===== src/rtl/df_ctrl_pkg.sv =====
// df_ctrl_pkg: default widths, config/pointer structs and FSM state shared by the tile pointer generator.
package df_ctrl_pkg;
    localparam int CNT_W = 12;
    localparam int ADR_W = 24;

    typedef enum logic [1:0] {S_IDLE, S_RUN, S_DONE} df_state_t;

    typedef struct packed {
        logic [CNT_W-1:0] x_lim;
        logic [CNT_W-1:0] y_lim;
        logic [CNT_W-1:0] k_lim;
        logic [CNT_W-1:0] c_lim;
        logic [ADR_W-1:0] ps_x_step;
        logic [ADR_W-1:0] ps_y_step;
        logic [ADR_W-1:0] ps_k_step;
        logic [ADR_W-1:0] if_x_step;
        logic [ADR_W-1:0] if_y_step;
        logic [ADR_W-1:0] if_c_step;
        logic [ADR_W-1:0] wt_k_step;
        logic [ADR_W-1:0] wt_c_step;
    } df_tile_cfg_t;

    typedef struct packed {
        logic [ADR_W-1:0] ps_ptr;
        logic [ADR_W-1:0] if_ptr;
        logic [ADR_W-1:0] wt_ptr;
        logic             first_c;
        logic             last_c;
        logic             last;
    } df_tile_ptr_t;
endpackage


===== src/rtl/df_loop_cnt.sv =====
// df_loop_cnt: one loop level -- index with limit/carry plus two per-tensor offset accumulators.
module df_loop_cnt #(
    parameter int CNT_W = 12,
    parameter int ADR_W = 24
) (
    input  logic             i_clk,
    input  logic             i_rstn,
    input  logic             i_clr,
    input  logic             i_cin,
    input  logic [CNT_W-1:0] i_lim,
    input  logic [ADR_W-1:0] i_step_a,
    input  logic [ADR_W-1:0] i_step_b,
    output logic [CNT_W-1:0] o_idx,
    output logic             o_wrap,
    output logic             o_cout,
    output logic [ADR_W-1:0] o_off_a_nxt,
    output logic [ADR_W-1:0] o_off_b_nxt
);
    logic [ADR_W-1:0] off_a, off_b;
    logic             zero;

    assign o_wrap      = o_idx == i_lim;
    assign o_cout      = i_cin && o_wrap;
    assign zero        = i_clr || o_cout;
    assign o_off_a_nxt = zero ? '0 : i_cin ? off_a + i_step_a : off_a;
    assign o_off_b_nxt = zero ? '0 : i_cin ? off_b + i_step_b : off_b;

    always_ff @(posedge i_clk or negedge i_rstn) begin
        if (!i_rstn) begin
            o_idx <= '0;
            off_a <= '0;
            off_b <= '0;
        end else begin
            o_idx <= zero ? '0 : i_cin ? o_idx + CNT_W'(1) : o_idx;
            off_a <= o_off_a_nxt;
            off_b <= o_off_b_nxt;
        end
    end
endmodule


===== src/rtl/df_tile_ptr_gen.sv =====
// df_tile_ptr_gen: walks the x/y/c/k tile nest and streams {psums, ifmaps, weights} offsets.
// Define DF_PTR_LOOP_ORDER_EN to add i_c_outer, which makes c the outermost loop.
module df_tile_ptr_gen #(
    parameter int CNT_W = df_ctrl_pkg::CNT_W,
    parameter int ADR_W = df_ctrl_pkg::ADR_W
) (
    input  logic             i_clk,
    input  logic             i_rstn,
    input  logic             i_start,
`ifdef DF_PTR_LOOP_ORDER_EN
    input  logic             i_c_outer,
`endif
    input  logic [CNT_W-1:0] i_x_lim,
    input  logic [CNT_W-1:0] i_y_lim,
    input  logic [CNT_W-1:0] i_k_lim,
    input  logic [CNT_W-1:0] i_c_lim,
    input  logic [ADR_W-1:0] i_ps_x_step,
    input  logic [ADR_W-1:0] i_ps_y_step,
    input  logic [ADR_W-1:0] i_ps_k_step,
    input  logic [ADR_W-1:0] i_if_x_step,
    input  logic [ADR_W-1:0] i_if_y_step,
    input  logic [ADR_W-1:0] i_if_c_step,
    input  logic [ADR_W-1:0] i_wt_k_step,
    input  logic [ADR_W-1:0] i_wt_c_step,
    output logic             o_busy,
    output logic             o_valid,
    input  logic             i_ready,
    output logic [ADR_W-1:0] o_ps_ptr,
    output logic [ADR_W-1:0] o_if_ptr,
    output logic [ADR_W-1:0] o_wt_ptr,
    output logic             o_first_c,
    output logic             o_last_c,
    output logic             o_last,
    output logic             o_done
);
    import df_ctrl_pkg::*;

    localparam int X = 0, Y = 1, C = 2, K = 3;

    df_state_t        state;
    logic [CNT_W-1:0] in_lim [4], cfg_lim [4], idx [4];
    logic [ADR_W-1:0] in_sa [4], in_sb [4], cfg_sa [4], cfg_sb [4], off_a [4], off_b [4];
    logic [3:0]       cin, cout, wrap;
    logic             c_outer, clr, adv, cy_x, cy_y, unused_ok;

    // Step slot a/b per level: x,y -> ps/if; c -> if/wt; k -> ps/wt.
    assign in_lim = '{i_x_lim, i_y_lim, i_c_lim, i_k_lim};
    assign in_sa  = '{i_ps_x_step, i_ps_y_step, i_if_c_step, i_ps_k_step};
    assign in_sb  = '{i_if_x_step, i_if_y_step, i_wt_c_step, i_wt_k_step};

    assign clr  = state == S_IDLE && i_start;
    assign adv  = o_valid && i_ready && !o_last;
    assign cy_x = adv && wrap[X];
    assign cy_y = cy_x && wrap[Y];
    // Carries are built from wrap flags only so the swappable c/k chain has no combinational loop.
    assign cin  = {c_outer ? cy_y : cy_y && wrap[C],
                   c_outer ? cy_y && wrap[K] : cy_y,
                   cy_x, adv};

    for (genvar i = 0; i < 4; i++) begin : g_lvl
        df_loop_cnt #(.CNT_W(CNT_W), .ADR_W(ADR_W)) u_cnt (
            .i_clk       (i_clk),
            .i_rstn      (i_rstn),
            .i_clr       (clr),
            .i_cin       (cin[i]),
            .i_lim       (cfg_lim[i]),
            .i_step_a    (cfg_sa[i]),
            .i_step_b    (cfg_sb[i]),
            .o_idx       (idx[i]),
            .o_wrap      (wrap[i]),
            .o_cout      (cout[i]),
            .o_off_a_nxt (off_a[i]),
            .o_off_b_nxt (off_b[i])
        );
    end

    assign o_last    = o_valid && &wrap;
    assign o_first_c = o_valid && idx[C] == '0;
    assign o_last_c  = o_valid && wrap[C];
    assign unused_ok = &{1'b0, cout, idx[X], idx[Y], idx[K]};

`ifndef DF_PTR_LOOP_ORDER_EN
    assign c_outer = 1'b0;
`endif

    always_ff @(posedge i_clk or negedge i_rstn) begin
        if (!i_rstn) begin
            state    <= S_IDLE;
            o_busy   <= 1'b0;
            o_valid  <= 1'b0;
            o_done   <= 1'b0;
            o_ps_ptr <= '0;
            o_if_ptr <= '0;
            o_wt_ptr <= '0;
            cfg_lim  <= '{default: '0};
            cfg_sa   <= '{default: '0};
            cfg_sb   <= '{default: '0};
`ifdef DF_PTR_LOOP_ORDER_EN
            c_outer  <= 1'b0;
`endif
        end else begin
            o_done <= 1'b0;
            case (state)
                S_IDLE: if (i_start) begin
                    state    <= S_RUN;
                    o_busy   <= 1'b1;
                    o_valid  <= 1'b1;
                    o_ps_ptr <= '0;
                    o_if_ptr <= '0;
                    o_wt_ptr <= '0;
                    cfg_lim  <= in_lim;
                    cfg_sa   <= in_sa;
                    cfg_sb   <= in_sb;
`ifdef DF_PTR_LOOP_ORDER_EN
                    c_outer  <= i_c_outer;
`endif
                end
                S_RUN: if (o_valid && i_ready) begin
                    if (o_last) begin
                        state   <= S_DONE;
                        o_busy  <= 1'b0;
                        o_valid <= 1'b0;
                        o_done  <= 1'b1;
                    end else begin
                        o_ps_ptr <= off_a[X] + off_a[Y] + off_a[K];
                        o_if_ptr <= off_b[X] + off_b[Y] + off_a[C];
                        o_wt_ptr <= off_b[K] + off_b[C];
                    end
                end
                default: state <= S_IDLE;
            endcase
        end
    end
endmodule


===== config.mk =====
export PLATFORM = sky130hd
export DESIGN_NAME = df_tile_ptr_gen
export DESIGN_NICKNAME = d
export VERILOG_FILES = /design/src/rtl/df_ctrl_pkg.sv /design/src/rtl/df_loop_cnt.sv /design/src/rtl/df_tile_ptr_gen.sv
export SDC_FILE = /design/constraint.sdc
export NUM_CORES = 2
export LEC_CHECK = 0
export ABC_AREA = 1
export ABC_CLOCK_PERIOD_IN_PS = 11400
export CORE_ASPECT_RATIO = 0.6
export CORE_UTILIZATION = 59
export CTS_BUF_LIST = sky130_fd_sc_hd__clkbuf_4
export CTS_CLUSTER_SIZE = 14
export DETAILED_ROUTE_END_ITERATION = 8
export MAX_ROUTING_LAYER = met4
export PLACE_DENSITY = 0.85
export SETUP_SLACK_MARGIN = 0.15
export SYNTH_ARGS = -nofsm -noshare
export SYNTH_HDL_FRONTEND = slang
export SYNTH_SLANG_ARGS = --single-unit

===== constraint.sdc =====
create_clock -name i_clk -period 11.4 [get_ports i_clk]
set_clock_uncertainty 0.15 [all_clocks]
set_input_delay 1.14 -clock i_clk [delete_from_list [all_inputs] [get_ports i_clk]]
set_output_delay 1.14 -clock i_clk [all_outputs]
set_load 0.03 [all_outputs]

==> flow_summary_export.csv <==
group,metric,value,unit
grt,antenna_found_initial,2,
power,p_clk_frac,0.197,
yosys,yosysSeqAreaShare,0.387,
die,die_w,321,µm
sta,maxSlewHeadroom,0.164,
placed_design,dp_hpwl,80.7,mm
layout,layout-drive-gt1-share,0.0613,
detailed_routing,wire_per_inst,18.1,µm
critical_path,worstSetupPathType,"flop to flop",
yosys,synth-main-ff-cell,"dfrtp_1",
layout,multi_input_comb_area,19500,µm²
clock_network,cts.root.buffer_cell,"clkbuf_4",
clock_network,tritoncts,"yes",
power,netSwitchingPower,3930,µW
layout,seq_area,13900,µm²
placed_design,dp.cells,5724,
placed_design,io_buffers,321,
detailed_routing,drtAntennaViolNets,0,
grt,grt_pass1_vias,30700,
yosys,syn_inst,4704,
die,io_pins,322,
run_status,status,"finished clean",
sta,fin_tns_setup,0,ns
die,die-area,61900,µm²
die,rows,69,
layout,stdcell_count,5960,
clock_network,h-tree-depth,4,
critical_path,cp_top_family,"simple AND/OR/NAND/NOR gates",
layout,nets,5606,
die,die_h,193,µm
detailed_routing,drt_iter0_drc,3260,
critical_path,r2r_cells,28,
detailed_routing,vias_per_cell,5.55,
layout,fillers,4918,
critical_path,startpoint_type,"flop",
power,p_leak,0.0217,µW
critical_path,worst_setup_path_end_kind,"flop",
grt,grtUsageTotal,0.361,
critical_path,critPathBufInv,4,
critical_path,crit_fanout,65,
hold_path,hold_path_class,"input port to async pin",
sta,period_share,0.651,
critical_path,reg2reg_slack,3.97,ns
critical_path,critPathSlowestCell,"nor2_1",
critical_path,max_stage_delay,0.54,ns
placed_design,gp_congestion,1.00,
clock_network,clk_latency,0.93,ns
yosys,synth_warnings,0,
job,maxCapViolCount,0,
clock_network,hold_buffers,0,
clock_network,path_clk_slew,0.07,ns
sta,slew_viol_final,0,
power,power_frac_comb,0.465,
yosys,ys_async_sr_fraction,1.00,
yosys,synth-edff-count,0,
sta,layout_min_cycle_time,7.43,ns
layout,area_growth,15.5,%
clock_network,cts_sinks,556,
power,ir_drop,0.000179,V
critical_path,required,12.04,ns
clock_network,clock_path_buffers,3,
clock_network,cts_resized,0,
grt,grt_first_pass_wirelength,168,mm
yosys,yosysUniqueCellTypes,57,
sta,worst_slew_pin_slew,1.24,ns
critical_path,cpMostUsedCell,"nand2_1",
critical_path,cp_data_arrival_time,8.07,ns
detailed_routing,via_count,33100,
grt,grt_max_degree,151,
die,core,59700,µm²
detailed_routing,totalWireLength,108,mm
sta,final-setup-viol-count,0,
sta,hold_violations,0,
detailed_routing,drc,0,
clock_network,cts_setup_buffers,0,
grt,overflow,0,
die,start_util,0.602,
power,intPower,4970,µW
power,powerDensity,215,nW/µm²
yosys,synth_nets,5261,
detailed_routing,dr.pass1.iters,6,
power,seq_power_share,0.338,
sta,grt_setup_unrepaired,"false",
sta,fmax,0.135,GHz
yosys,syn-cell-area,35900,µm²
yosys,avgSynthCellArea,7.64,µm²
critical_path,cp.depth,28,
clock_network,cts-buffers-inserted,139,
power,p_sw_frac,0.441,
yosys,ys_ff_latch,556,
-- layout make-up --
cell class / instances / area share
Sequential cell: 556 / 0.335
Antenna cell: 2 / 0.000121
Clock buffer: 193 / 0.0349
Inverter: 523 / 0.0475
Clock inverter: 41 / 0.00654
Tap cell: 816 / 0.0246
Timing Repair Buffer: 344 / 0.0820
Multi-Input combinational cell: 3485 / 0.469
-- registers in the layout, summed over array words and instances, names as in the netlist --
signal	flops
cfg_lim	48
o_if_ptr	24
cfg_sb	96
g_lvl.u_cnt.off_b	96
cfg_sa	96
state	2
o_valid	1
o_done	1
g_lvl.u_cnt.o_idx	48
o_wt_ptr	24
g_lvl.u_cnt.off_a	96
o_ps_ptr	24
-- layer usage --
metal	part of all wire	vias up	routed length [µm]	global-route usage
li1	-	16000	-	-
met2	0.40	1527	43000	0.482
met4	0.026	0	2840	0.107
met5	0	-	0	-
met1	0.46	15400	50000	0.523
met3	0.11	193	12200	0.109
-- synth_stat cells, types with 5 or more instances --
master	number	area [µm²]
o211ai_1	24	180
nand2_1	1559	5850
a31oi_1	36	225
nand4_1	28	175
inv_1	504	1890
nand3_1	141	706
o21a_1	5	37.5
buf_4	6	45.0
a31o_2	5	43.8
nor2_1	276	1040
inv_2	16	60.1
ha_1	256	3200
nor3_1	33	165
buf_1	7	26.3
nor4_1	13	81.3
dfrtp_1	556	13900
xor2_1	131	1150
o21ai_0	291	1460
buf_2	31	155
a21oi_1	348	1740
a22o_1	5	43.8
o21bai_1	17	128
clkbuf_1	92	345
o21ai_1	5	25.0
a21boi_0	10	75.1
fa_1	57	1140
o31ai_1	31	233
xnor2_1	85	744
nor2_4	6	67.6
a21o_1	20	150
or2_2	39	244
o22ai_1	25	156
-- cell usage in the layout (no fill, tap or decap), types with 8 or more instances in the layout --
cell             instances
o21bai_1                17
o211ai_1                24
clkdlybuf4s50_1        320
clkinv_1                29
o31ai_1                 31
xnor2_1                 85
inv_1                  504
clkbuf_4               193
xor2_1                 131
nand4_1                 28
a21o_1                  20
nand3_1                141
ha_1                   256
fa_1                    57
o21ai_0                291
inv_2                   22
buf_4                   22
nor4_1                  13
a21oi_1                348
nor3_1                  33
dfrtp_1                556
nor2_1                 273
or2_2                   39
a21boi_0                10
nand2_1               1558
o22ai_1                 25
nor2_4                   8
a31oi_1                 36
-- logic make-up after synthesis --
group	synth area share
AOI/OAI and AO/OA	0.130
xor gates and xnor gates	0.0527
adders and majority gates	0.121
buffers and inverters	0.0718
DFF	0.387
muxes	0.000836
and+or+nand+nor	0.237
-- power by group through the flow --
| stage | Sequential (µW) | Clock [µW] | Combinational [µW] |
|---|---|---|---|
| 6_report | 3010 | 1750 | 4140 |
| 4_1_cts | 3000 | 1760 | 4080 |
| 3_5_place_dp | 3020 | 0 | 4050 |
| 2_1_floorplan | 3000 | 0 | 2800 |
| 5_1_grt | 3060 | 1860 | 4630 |
| 3_3_place_gp | 3020 | 0 | 3940 |
-- metrics by stage --
step           hold slack (ns)  total power (µW)  utilization  worst slack (ns)  instance area, µm²
6_report                0.0889              8900        0.695              3.97               41500
5_1_grt                  0.114              9550        0.695              3.48               41500
4_1_cts                 0.0582              8840        0.695              4.19               41500
3_5_place_dp             0.319              7070        0.666              3.71               39800
3_3_place_gp             0.317              6950        0.666              3.89               39800
2_1_floorplan            0.305              5800            -              6.24               35900
-- worst paths after layout --
| check | startpoint | end |
|---|---|---|
| max in group asynchronous | i_rstn | cfg_sb[38] |
| worst max register to register | cfg_lim[11] | o_if_ptr[19] |
| worst max-delay path | cfg_lim[11] | o_if_ptr[19] |
| worst min-delay path | i_rstn | cfg_lim[39] |
| worst min register to register | o_if_ptr[0] | o_if_ptr[0] |
| min in group i_clk | o_if_ptr[0] | o_if_ptr[0] |
(Power assumes the default switching activity.)
